--- config.mk ---
export PLATFORM = sky130hd
export DESIGN_NAME = wb_trace_buffer
export DESIGN_NICKNAME = d
export VERILOG_FILES = /design/src/rtl/wb_trace_pkg.sv /design/src/rtl/wb_trace_ram.sv /design/src/rtl/wb_trace_buffer.sv
export SDC_FILE = /design/constraint.sdc
export NUM_CORES = 1
export LEC_CHECK = 0
export CAP_MARGIN = 20
export CORE_MARGIN = 5
export CORE_UTILIZATION = 41
export CTS_CLUSTER_DIAMETER = 200
export DETAILED_ROUTE_END_ITERATION = 10
export PLACE_DENSITY = 0.61
export SLEW_MARGIN = 20
export SYNTH_ARGS = -nofsm -noshare
export SYNTH_HDL_FRONTEND = slang
export SYNTH_SLANG_ARGS = --single-unit
--- constraint.sdc ---
create_clock -name clk -period 12.7 [get_ports clk]
set_input_delay 2.54 -clock clk [delete_from_list [all_inputs] [get_ports clk]]
set_output_delay 2.54 -clock clk [all_outputs]
set_load 0.02 [all_outputs]
--- src/rtl/wb_trace_pkg.sv ---
// Shared types and helpers for the write-back trace buffer.
package wb_trace_pkg;

  localparam int unsigned TRACE_DATA_W = 32;
  localparam int unsigned TRACE_REG_AW = 5;
  localparam int unsigned TRACE_TS_W   = 16;

  typedef enum logic [1:0] {
    IDLE,
    CAPTURE,
    POST,
    FROZEN
  } trace_state_e;

  typedef struct packed {
    logic [TRACE_REG_AW-1:0] rgi;
    logic [TRACE_DATA_W-1:0] data;
    logic [TRACE_DATA_W-1:0] pc;
    logic [TRACE_TS_W-1:0]   ts;
  } trace_entry_t;

  // Rotate the low w bits of v left by one; bits above w are cleared.
  function automatic logic [63:0] rotl1(input logic [63:0] v, input int unsigned w);
    logic [63:0] mask;
    mask = (w >= 64) ? '1 : ((64'd1 << w) - 64'd1);
    return ((v << 1) | ((v & mask) >> (w - 1))) & mask;
  endfunction

endpackage

--- src/rtl/wb_trace_ram.sv ---
// Trace entry storage: one synchronous write port, one asynchronous read port.
module wb_trace_ram #(
  parameter int unsigned DEPTH = 16,
  parameter int unsigned W     = 69
) (
  input  logic                     clk_i,
  input  logic                     we_i,
  input  logic [$clog2(DEPTH)-1:0] waddr_i,
  input  logic [W-1:0]             wdata_i,
  input  logic [$clog2(DEPTH)-1:0] raddr_i,
  output logic [W-1:0]             rdata_o
);

  logic [W-1:0] mem_q [DEPTH];

  always_ff @(posedge clk_i) begin
    if (we_i) mem_q[waddr_i] <= wdata_i;
  end

  assign rdata_o = mem_q[raddr_i];

endmodule

--- src/rtl/wb_trace_buffer.sv ---
// Circular trace of MEM/WB register writes with trigger freeze and valid/ready drain.
// Optional running signature built when WB_TRACE_SIGNATURE_EN is defined.
module wb_trace_buffer
  import wb_trace_pkg::*;
#(
  parameter int unsigned DATA_W    = TRACE_DATA_W,
  parameter int unsigned REG_AW    = TRACE_REG_AW,
  parameter int unsigned DEPTH     = 16,
  parameter int unsigned TS_W      = TRACE_TS_W,
  parameter int unsigned POST_TRIG = 4
) (
  input  logic                       clk,
  input  logic                       rst,
  input  logic                       cap_we,
  input  logic [REG_AW-1:0]          cap_reg,
  input  logic [DATA_W-1:0]          cap_data,
  input  logic [DATA_W-1:0]          cap_pc,
  input  logic                       arm,
  input  logic                       wrap_mode,
  input  logic                       trig_en,
  input  logic [REG_AW-1:0]          trig_reg,
  input  logic                       rd_ready,
  output logic                       rd_valid,
  output logic [REG_AW-1:0]          rd_reg,
  output logic [DATA_W-1:0]          rd_data,
  output logic [DATA_W-1:0]          rd_pc,
  output logic [TS_W-1:0]            rd_ts,
  output logic [$clog2(DEPTH):0]     count,
  output logic                       full,
  output logic                       empty,
  output logic                       frozen,
  output logic [7:0]                 ovf_cnt,
  output logic [DATA_W-1:0]          signature
);

  localparam int unsigned PTR_W   = $clog2(DEPTH);
  localparam int unsigned CNT_W   = PTR_W + 1;
  localparam int unsigned ENTRY_W = REG_AW + 2 * DATA_W + TS_W;

  trace_state_e      state_q;
  logic [PTR_W-1:0]  wr_ptr_q, rd_ptr_q;
  logic [CNT_W-1:0]  count_q, post_q;
  logic [7:0]        ovf_q;
  logic [TS_W-1:0]   ts_q;

  logic              qual, capturing, is_full, pop, drop, push, ovw, trig_hit;
  logic [ENTRY_W-1:0] wdata, rdata;

  always_comb begin
    qual      = cap_we && (cap_reg != '0);
    capturing = (state_q == CAPTURE) || (state_q == POST);
    is_full   = (count_q == CNT_W'(DEPTH));
    pop       = (count_q != '0) && rd_ready;
    drop      = capturing && qual && is_full && !wrap_mode;
    push      = capturing && qual && !drop;
    ovw       = push && is_full;
    trig_hit  = trig_en && (cap_reg == trig_reg);
  end

  assign wdata = {cap_reg, cap_data, cap_pc, ts_q};

  wb_trace_ram #(
    .DEPTH (DEPTH),
    .W     (ENTRY_W)
  ) u_ram (
    .clk_i   (clk),
    .we_i    (push && !arm),
    .waddr_i (wr_ptr_q),
    .wdata_i (wdata),
    .raddr_i (rd_ptr_q),
    .rdata_o (rdata)
  );

  always_ff @(posedge clk or posedge rst) begin
    if (rst) begin
      state_q  <= IDLE;
      wr_ptr_q <= '0;
      rd_ptr_q <= '0;
      count_q  <= '0;
      post_q   <= '0;
      ovf_q    <= '0;
      ts_q     <= '0;
    end else begin
      ts_q <= ts_q + 1'b1;
      if (arm) begin
        state_q  <= CAPTURE;
        wr_ptr_q <= '0;
        rd_ptr_q <= '0;
        count_q  <= '0;
        post_q   <= '0;
        ovf_q    <= '0;
      end else begin
        if (push) wr_ptr_q <= wr_ptr_q + 1'b1;
        // Overwrite and pop both retire the oldest slot, so together they advance by one.
        if (ovw || pop) rd_ptr_q <= rd_ptr_q + 1'b1;
        if (push && !pop && !is_full) count_q <= count_q + 1'b1;
        else if (pop && !push)        count_q <= count_q - 1'b1;
        if (ovw && (ovf_q != 8'hFF)) ovf_q <= ovf_q + 1'b1;

        unique case (state_q)
          CAPTURE: begin
            if (drop) state_q <= FROZEN;
            else if (push && trig_hit) begin
              state_q <= POST;
              post_q  <= CNT_W'(POST_TRIG);
            end
          end
          POST: begin
            if (drop) state_q <= FROZEN;
            else if (push) begin
              post_q <= post_q - 1'b1;
              if (post_q == CNT_W'(1)) state_q <= FROZEN;
            end
          end
          default: state_q <= state_q;
        endcase
      end
    end
  end

`ifdef WB_TRACE_SIGNATURE_EN
  logic [DATA_W-1:0] sig_q;

  always_ff @(posedge clk or posedge rst) begin
    if (rst)       sig_q <= '0;
    else if (arm)  sig_q <= '0;
    else if (push) sig_q <= DATA_W'(rotl1(64'(sig_q), DATA_W)) ^ cap_data
                            ^ {cap_reg, {(DATA_W - REG_AW){1'b0}}};
  end

  assign signature = sig_q;
`else
  assign signature = '0;
`endif

  assign rd_valid = (count_q != '0);
  assign {rd_reg, rd_data, rd_pc, rd_ts} = rdata;
  assign count   = count_q;
  assign full    = is_full;
  assign empty   = (count_q == '0);
  assign frozen  = (state_q == FROZEN);
  assign ovf_cnt = ovf_q;

endmodule

==> reports/qor.txt, run 1 <==
Status - finished, final reports clean
Flop2flop setup slack - 8.19 ns
CTS Buf Count - 144
Seq/Total Area, Yosys - 0.779
Cell family contributing the most delay on the critical path - buffers and inverters
Max Cap Violations - 0
Residual DRC - 0
Yosys reg bits - 1404
P per Cell Area - 187 nW/µm²
Worst Setup End Kind - output port
NetSw - 2.93 mW
Hold buffers post-CTS - 0
Starting Density - 0.411
Place WS - 5.39 ns
Setup TNS - 0 ns
DPL Wire Length - 59.5 mm
Largest family of logic cells by synthesized area - multiplexers
Nets - 2561
Post-CTS setup buffers - 0
Seq pwr share - 0.450
Resize count post-CTS - 0
Buf+Inv Stages, Crit Path - 3
Vias in the first global route - 25900
Top cell by count, worst path - mux4_2
Part of the cycle the worst path needs - 0.558
Drt first pass iters - 5
Layout cell share with drive strength beyond 1 - 0.264
Yosys top cell area share - 0.759
WP data required - 10.16 ns
Comb power frac - 0.204
Vias per cell - 5.49
Pleak - 19.1 nW
Cell with the largest stage delay on the worst path - dfrtp_4
Dpl cells - 4070
First-pass GRT wire length - 175 mm
Max Slew Vio Count - 0
Critical Path, Cell by Cell - buf_12 > buf_16 > mux4_2 > mux4_2 > clkdlybuf4s50_1
Row cnt - 133
Synth-to-layout area growth - 15.7%
Clock period minus worst slack - 7.09 ns
Chip width - 372 µm
Initial antenna violation count - 9
Clk_lat worst skew - 0.75 ns
CP Launch Type - flop
Syn Inst Count - 2204
Clock transition at path regs - 0.06 ns
Compound-Gate Fraction of Synth Area - 0.00472
Clk pwr share - 0.347
Top Ports - 215
Routed WL - 118 mm
Ys flop type - edfxtp_1
Synth warn - 0
Switching Fraction - 0.252
Fraction of registers with async set/reset - 0.0313
Worst EP arrival - 4.55 ns
GPL Wtd Cong - 0.728
Tightest Hold Check Type - reg -> reg
Root buf cell - clkbuf_16
Slew headroom - 0.266
Max VDD drop - 0.150 mV
WS Path Type - reg -> out
XOR/XNOR Fraction of Synth Area - 0.00472
Adder-cell area share of the yosys netlist - 0.00409
Post-synth EDFFs - 1360
Post-Layout Cell Count - 4329
Port Buffers - 182
Die area - 139000 µm²
Iter 0 DRT Violations - 2329
Final Skew - 0.0163 ns
Simple logic cell fraction of the synthesized area - 0.0140
Overflow after GRT - 0
Die height - 372 µm
Final setup violation count - 0
Worst-Margin Slew - 1.10 ns
Total core area - 131000 µm²
Netlist cell types - 56
Count leader, synth - edfxtp_1
Top post-synthesis cells by area - edfxtp_1 76%, mux4_2 18%, dfrtp_1 2.0%
Fmax - 0.141 GHz
CTS tree - built
GRT Util Overall - 0.173
CP max stage delay - 1.01 ns
CTS sink cnt - 1404
Final Hold Viols - 0
Internal Power - 8.69 mW
Final antenna-violating net count - 0
RSZ-0062 raised after global routing - no
Mapped cell area - 53800 µm²
H-tree depth - 4
CP max FO - 83
Routed len/inst - 27.3 µm
Routed vias - 23800
Commonest cells post-synth - 1360 x edfxtp_1, 425 x mux4_2, 60 x clkbuf_1, 44 x dfrtp_1, 32 x buf_4
Syn Area/Cell - 24.4 µm²
Clock Path Buffers - 3
Largest net degree at the start of global routing - 145
Multiplexer area fraction after synthesis - 0.179
Largest area contributor in the netlist - edfxtp_1
Final WS setup - 5.61 ns
worst min-delay path, cell delays in order, from the launching register on:
cell and delay, ns:
dfrtp_1 0.40, a21oi_1 0.06, nor2_1 0.08
sequential cells by signal, summed over array words and instances, names as in the netlist:
register,count
rd_ptr_q,4
state_q,2
u_ram.mem_q,1360
ts_q,16
wr_ptr_q,4
post_q,5
count,5
ovf_cnt,8
power by group through the flow:
stage / clock [mW] / combinational (mW) / sequential (mW)
floorplan: 0 / 1.66 / 5.27
global route: 4.34 / 2.54 / 5.24
global placement: 0 / 2.38 / 5.34
CTS: 4.13 / 2.40 / 5.25
detailed placement: 0 / 2.39 / 5.35
finish: 4.03 / 2.37 / 5.22
cell usage in the layout, fill, tap and decap left out, types with 5 or more instances in the layout:
cell	n
nor3_1	9
edfxtp_1	1360
nand3_1	17
clkdlybuf4s50_1	182
nor2b_1	6
clkbuf_16	147
bufinv_16	9
clkinv_1	34
clkinv_2	11
ha_1	16
nor2_1	27
buf_12	7
inv_1	11
xor2_1	9
and3_1	5
inv_6	8
buf_4	29
nand2_1	14
xnor2_1	20
dfrtp_1	40
conb_1	32
o21ai_0	5
a21oi_1	10
clkbuf_1	35
mux4_2	425
nand2b_1	7
layer usage:
layer,share of wire,vias up,GRT usage
met5,0.00074,-,0
met4,0.016,12,0.0377
met3,0.061,142,0.0413
met2,0.51,703,0.286
met1,0.42,12900,0.238
li1,-,9961,-
through the flow:
step	hold slack, ns	total power, mW	area [µm²]	utilization
final	0.583	11.6	62300	0.475
after global placement	0.548	7.72	57700	0.441
after global routing	0.612	12.1	62300	0.475
after floorplan	0.512	6.93	53900	-
after CTS	0.581	11.8	62200	0.475
after detailed placement	0.572	7.74	57700	0.441
final timing paths:
check                            startpoint                  to  cells past startpoint
worst max-delay path            rd_ptr_q[0]           rd_reg[1]                      5
worst min-delay path             state_q[1]          state_q[1]                      2
worst max register to register   state_q[0]  u_ram.mem_q[3][29]                      9
worst min register to register   state_q[1]          state_q[1]                      2
max in group asynchronous               rst         rd_ptr_q[0]                      3
min in group asynchronous               rst          ovf_cnt[1]                      3
kinds of logic after synthesis:
family / count (synthesis)
and+or+nand+nor: 131
AOI/OAI and AO/OA: 38
muxes: 433
buffers and inverters: 151
adders and majority gates: 17
DFF: 1404
xor gates and xnor gates: 29
other: 1
area by class of cell:
cell class	count	area, µm²
diodes	2	5.00
clock buffers	185	3850
clock inverters	70	636
fillers	10500	68700
inverters	12	45.0
multi-input cells	680	11300
flip-flops and latches	1404	42000
well taps	1755	2200
repair buffers	221	2250
(Power assumes the default switching activity.)
==> run 2: changes to the inputs <==
==> constraint.sdc (replaced) <==
create_clock -name clk -period 6.7 [get_ports clk]
set_input_delay 1.34 -clock clk [delete_from_list [all_inputs] [get_ports clk]]
set_output_delay 1.34 -clock clk [all_outputs]
set_load 0.02 [all_outputs]
==> reports/qor.txt, run 2 (synthesis results as in run 1) <==
Status - finished, final reports clean (unchanged)
Fillers - 10300 (was 10500)
Vias per cell - 5.52 (was 5.49)
Starting Density - 0.411 (unchanged)
Cell with the largest stage delay on the worst path - dfrtp_4 (unchanged)
Chip width - 372 µm (unchanged)
Die height - 372 µm (unchanged)
CTS sink cnt - 1404 (unchanged)
GPL Wtd Cong - 0.751 (was 0.728)
Layout cell share with drive strength beyond 1 - 0.271 (was 0.264)
Initial antenna violation count - 8 (was 9)
Register area - 42000 µm² (unchanged)
Most frequent cells in the layout - 1360 x edfxtp_1, 425 x mux4_2, 182 x clkdlybuf4s50_1, 146 x clkbuf_16, 40 x dfrtp_1 (was 1360 x edfxtp_1, 425 x mux4_2, 182 x clkdlybuf4s50_1, 147 x clkbuf_16, 40 x dfrtp_1)
Internal Power - 16.6 mW (was 8.69 mW)
Slew headroom - 0.370 (was 0.266)
Post-route cell area - 62700 µm² (was 62300 µm²)
Hold buffers post-CTS - 0 (unchanged)
Synth-to-layout area growth - 16.5% (was 15.7%)
Clock transition at path regs - 0.07 ns (was 0.06 ns)
Overflow after GRT - 0 (unchanged)
Tightest Hold Check Type - reg -> reg (unchanged)
FF-to-FF path depth - 8 (was 9)
Total core area - 131000 µm² (unchanged)
Max FFs per register - 1360 (unchanged)
Buf+Inv Stages, Crit Path - 2 (was 3)
CTS Buf Count - 143 (was 144)
Top Ports - 215 (unchanged)
CP Launch Type - flop (unchanged)
Root buf cell - clkbuf_16 (unchanged)
H-tree depth - 4 (unchanged)
Largest reg by FF count - u_ram.mem_q (unchanged)
Final Skew - 0.0191 ns (was 0.0163 ns)
DPL Wire Length - 63.4 mm (was 59.5 mm)
Die area - 139000 µm² (unchanged)
Hold path depth - 2 (unchanged)
Residual DRC - 0 (unchanged)
Worst EP arrival - 4.10 ns (was 4.55 ns)
Largest net degree at the start of global routing - 109 (was 145)
Routed vias - 24000 (was 23800)
Vias in the first global route - 25600 (was 25900)
Drt first pass iters - 5 (unchanged)
Row cnt - 133 (unchanged)
Flop2flop setup slack - 2.88 ns (was 8.19 ns)
CTS tree - built (unchanged)
WS Path Type - reg -> out (unchanged)
Worst-Margin Slew - 0.937 ns (was 1.10 ns)
Nets - 2573 (was 2561)
CP max FO - 72 (was 83)
Critical Path, Cell by Cell - buf_12 > mux4_2 > mux4_2 > clkdlybuf4s50_1 (was buf_12 > buf_16 > mux4_2 > mux4_2 > clkdlybuf4s50_1)
Multi-input gate area - 11400 µm² (was 11300 µm²)
GRT Util Overall - 0.170 (was 0.173)
Commonest non-fill, non-tap cell in the layout - edfxtp_1 (unchanged)
WP data required - 5.36 ns (was 10.16 ns)
First-pass GRT wire length - 172 mm (was 175 mm)
Worst Setup End Kind - output port (unchanged)
P per Cell Area - 355 nW/µm² (was 187 nW/µm²)
Pleak - 19.2 nW (was 19.1 nW)
Iter 0 DRT Violations - 2077 (was 2329)
Top cell by count, worst path - mux4_2 (unchanged)
Final antenna-violating net count - 0 (unchanged)
CP max stage delay - 0.92 ns (was 1.01 ns)
Clk_lat worst skew - 0.75 ns (about the same)
Placed cell area - 58100 µm² (was 57700 µm²)
Max Cap Violations - 0 (unchanged)
Clock period minus worst slack - 5.44 ns
Routed len/inst - 26.7 µm (was 27.3 µm)
Port Buffers - 182 (unchanged)
Cell family contributing the most delay on the critical path - buffers and inverters (unchanged)
Switching Fraction - 0.255 (was 0.252)
RR Startpoint - state_q[0] (unchanged)
R2r endpoint - u_ram.mem_q[7][49] (was u_ram.mem_q[3][29])
NetSw - 5.67 mW (was 2.93 mW)
Seq pwr share - 0.445 (was 0.450)
RSZ-0062 raised after global routing - no (unchanged)
Final setup violation count - 0 (unchanged)
Routed WL - 116 mm (was 118 mm)
Clk pwr share - 0.347 (about the same)
Comb power frac - 0.208 (was 0.204)
Worst hold endpoint - state_q[1] (unchanged)
Post-CTS setup buffers - 0 (unchanged)
Fmax - 0.184 GHz
Hold_sp - state_q[1] (unchanged)
Clock Path Buffers - 3 (unchanged)
Resize count post-CTS - 0 (unchanged)
Max Slew Vio Count - 0 (unchanged)
Total power - 22.2 mW (was 11.6 mW)
Part of the cycle the worst path needs - 0.812
Final Hold Viols - 0 (unchanged)
Max VDD drop - 0.215 mV (was 0.150 mV)
## run 2: changes by cell type in the layout (fill, tap and decap cells not counted), moves of 3 or more
cell	before	now
buf_12	7	27
clkinv_2	11	18
buf_4	29	24
clkinv_1	34	29
clkinvlp_4	1	5
clkinv_8	4	1
inv_16	1	4
nor4b_2	3	0
nor4b_4	0	3
## run 2: how the worst max path moves through the flow
stage / end / startpoint / cells past startpoint
after floorplan: u_ram.mem_q[8][0] / cap_reg[0] / 6
after global placement: count[4] / cap_reg[4] / 10
after detailed placement: u_ram.mem_q[7][47] / cap_reg[4] / 7
after CTS: rd_pc[11] / rd_ptr_q[0] / 4
after global routing: rd_pc[11] / rd_ptr_q[0] / 4
final: rd_pc[11] / rd_ptr_q[0] / 4
## run 2: metal layers
metal  global-route usage  routed length [µm]  up-vias
met5                    0                  21        -
met4               0.0415                1960        4
met3               0.0325                6530      138
met2                0.278               58400      693
met1                0.238               49300    13200
li1                     -                   -     9981
## run 2: tightest hold or removal path: cells and delay by family (launching register included)
| kind | cells | cell delay (ns) |
|---|---|---|
| compound gates | 1 | 0.06 |
| simple gates | 1 | 0.09 |
| flops | 1 | 0.39 |
## run 2: area by class of cell
class,count,area share
Timing Repair Buffer,234,0.0408
Clock inverter,77,0.0119
Sequential cell,1404,0.669
Inverter,12,0.000739
Tap cell,1755,0.0350
Multi-Input combinational cell,680,0.181
Clock buffer,182,0.0606
Antenna cell,1,0.0000399
## run 2: stage by stage
step | setup TNS (ns) | setup slack, ns | std cells | utilization | hold WS (ns)
after detailed placement | 0 | 1.29 | 4085 | 0.444 | 0.571
after global routing | 0 | 0.980 | 4344 | 0.479 | 0.612
after floorplan | -184.27 | -0.723 | 2235 | - | 0.512
after global placement | 0 | 1.49 | 4084 | 0.444 | 0.544
final | 0 | 1.26 | 4345 | 0.479 | 0.580
after CTS | 0 | 1.06 | 4344 | 0.479 | 0.585
## run 2: power groups by stage
stage / registers (mW) / logic (mW) / clock network [mW]
floorplan: 9.99 / 3.15 / 0
global placement: 10.1 / 4.70 / 0
detailed placement: 10.1 / 4.74 / 0
CTS: 9.90 / 4.75 / 7.90
global route: 9.91 / 4.94 / 8.29
finish: 9.90 / 4.62 / 7.73
==> run 3: changes to the inputs <==
--- a/config.mk
+++ b/config.mk
@@ -10,7 +10,7 @@
 export CORE_UTILIZATION = 41
 export CTS_CLUSTER_DIAMETER = 200
 export DETAILED_ROUTE_END_ITERATION = 10
-export PLACE_DENSITY = 0.61
+export PLACE_DENSITY = 0.64
 export SLEW_MARGIN = 20
 export SYNTH_ARGS = -nofsm -noshare
 export SYNTH_HDL_FRONTEND = slang
==> constraint.sdc (replaced) <==
create_clock -name clk -period 4.6 [get_ports clk]
set_input_delay 0.92 -clock clk [delete_from_list [all_inputs] [get_ports clk]]
set_output_delay 0.92 -clock clk [all_outputs]
set_load 0.02 [all_outputs]
==> reports/qor.txt, run 3 (synthesis results as in run 1) <==
GRT Util Overall - 0.175 (was 0.170)
Final WS setup - 0.169 ns (was 1.26 ns)
Met3 GRT Util - 0.0350 (was 0.0325)
WS Path Type - reg -> out (unchanged)
Overflow after GRT - 0 (unchanged)
Clock Path Buffers - 3 (unchanged)
WP data required - 3.68 ns (was 5.36 ns)
Fmax - 0.226 GHz
Top cell by count, worst path - mux4_2 (unchanged)
Part of the cycle the worst path needs - 0.963
Chip width - 372 µm (unchanged)
Hold buffers post-CTS - 0 (unchanged)
Most frequent cells in the layout - 1360 x edfxtp_1, 425 x mux4_2, 182 x clkdlybuf4s50_1, 146 x clkbuf_16, 50 x buf_12 (was 1360 x edfxtp_1, 425 x mux4_2, 182 x clkdlybuf4s50_1, 146 x clkbuf_16, 40 x dfrtp_1)
Met2 GRT Util - 0.293 (was 0.278)
Routed WL - 120 mm (was 116 mm)
GRT Max-Usage Layer - met2 (unchanged)
Hold_sp - state_q[1] (unchanged)
Max Cap Violations - 0 (unchanged)
CTS Buf Count - 145 (was 143)
Layout cell share with drive strength beyond 1 - 0.288 (was 0.271)
Place WS - 0.563 ns (was 1.29 ns)
CTS sink cnt - 1404 (unchanged)
Row cnt - 133 (unchanged)
Starting Density - 0.411 (unchanged)
Root buf cell - clkbuf_16 (unchanged)
Clock period minus worst slack - 4.43 ns
Port Buffers - 182 (unchanged)
Nets - 2625 (was 2573)
Status - finished, final reports clean (unchanged)
Routed len/inst - 27.3 µm (was 26.7 µm)
Met1 usage - 0.238 (about the same)
Critical Path, Cell by Cell - buf_4 > mux4_2 > mux4_2 > clkdlybuf4s50_1 (was buf_12 > mux4_2 > mux4_2 > clkdlybuf4s50_1)
First-pass GRT wire length - 176 mm (was 172 mm)
Total core area - 131000 µm² (unchanged)
Clock transition at path regs - 0.06 ns (was 0.07 ns)
Residual DRC - 0 (unchanged)
Final setup violation count - 0 (unchanged)
Top Ports - 215 (unchanged)
CP max FO - 38 (was 72)
Critical path startpoint - rd_ptr_q[1] (was rd_ptr_q[0])
Utilization after layout - 0.484 (was 0.479)
CP Launch Type - flop (unchanged)
H-tree depth - 4 (unchanged)
Drt first pass iters - 5 (unchanged)
CP max stage delay - 0.67 ns (was 0.92 ns)
P per Cell Area - 511 nW/µm² (was 355 nW/µm²)
Largest net degree at the start of global routing - 78 (was 109)
Die area - 139000 µm² (unchanged)
Die height - 372 µm (unchanged)
Final Skew - 0.0263 ns (was 0.0191 ns)
Max Slew Vio Count - 0 (unchanged)
Routed vias - 24200 (was 24000)
Max VDD drop - 0.366 mV (was 0.215 mV)
Vias in the first global route - 26000 (was 25600)
RSZ-0062 raised after global routing - no (unchanged)
GPL Wtd Cong - 0.771 (was 0.751)
Vias per cell - 5.49 (was 5.52)
Initial antenna violation count - 4 (was 8)
Worst-Margin Slew - 0.946 ns (was 0.937 ns)
RR Startpoint - count[0] (was state_q[0])
Worst Setup End Kind - output port (unchanged)
Pleak - 19.6 nW (was 19.2 nW)
CTS tree - built (unchanged)
Final antenna-violating net count - 0 (unchanged)
Worst EP arrival - 3.51 ns (was 4.10 ns)
Final Hold Viols - 0 (unchanged)
Tightest Hold Check Type - reg -> reg (unchanged)
DPL Wire Length - 64.1 mm (was 63.4 mm)
Largest reg by FF count - u_ram.mem_q (unchanged)
Cell with the largest stage delay on the worst path - dfrtp_4 (unchanged)
Clk_lat worst skew - 0.77 ns (was 0.75 ns)
Max FFs per register - 1360 (unchanged)
Slew headroom - 0.369 (was 0.370)
Synth-to-layout area growth - 17.9% (was 16.5%)
Iter 0 DRT Violations - 2134 (was 2077)
Commonest non-fill, non-tap cell in the layout - edfxtp_1 (unchanged)
-- run 3: changes by cell type in the layout (fill, tap and decap cells not counted), moves of 3 or more --
cell and delta:
buf_12 +23, buf_4 +25, bufinv_16 -5, clkinv_16 +3, clkinv_2 +5, clkinv_8 +5
inv_6 -3
-- run 3: layout make-up --
type | instances | area (µm²)
timing repair buffer | 284 | 3260
antenna | 3 | 7.51
sequential | 1404 | 42000
clock inverter | 83 | 748
fill | 10300 | 67500
tap | 1755 | 2200
inverter | 12 | 46.3
multi-input combinational | 680 | 11400
clock buffer | 183 | 3810
-- run 3: critical path: cells and delay by family, from the launching register on --
kind     cells  cell delay (ns)
mux          2             0.94
buf+inv      2             1.11
flops        1             0.67
-- run 3: what timing repair did --
item,4_1_cts,5_1_grt
gates resized for setup,2,1
buffers inserted,4,0
setup endpoints to repair,56,1
pin swaps,0,0
hold endpoints to repair,0,0
-- run 3: power breakdown --
group | total (mW) | internal, mW | switching, mW | leakage [nW]
clock network | 11.2 | 6.29 | 4.87 | 2.21
logic | 6.94 | 3.66 | 3.28 | 4.38
registers | 14.3 | 14.2 | 0.121 | 13.0
-- run 3: final timing paths --
kind | depth (start not counted) | slack [ns] | end
max reg2reg | 9 | 1.01 | count[4]
max in group asynchronous | 2 | 3.35 | rd_ptr_q[1]
min reg2reg | 2 | 0.58 | state_q[1]
min | 2 | 0.58 | state_q[1]
min in group asynchronous | 2 | 0.60 | ovf_cnt[1]
max | 4 | 0.17 | rd_pc[1]
-- run 3: per-stage QoR --
stage	area, µm²	setup TNS [ns]	total power [mW]	std cells	hold WS (ns)
floorplan	54100	-70.84	19.2	2235	0.512
global placement	58800	0	21.5	4131	0.541
detailed placement	58800	0	21.6	4131	0.562
CTS	63400	0	32.9	4401	0.575
global route	63400	0	33.8	4401	0.590
finish	63400	0	32.4	4404	0.583
-- run 3: per-layer routing --
layer / routed length, µm / share of wire
met3: 7230 / 0.060
met5: 13 / 0.00011
met2: 61200 / 0.51
met1: 49400 / 0.41
met4: 2430 / 0.020
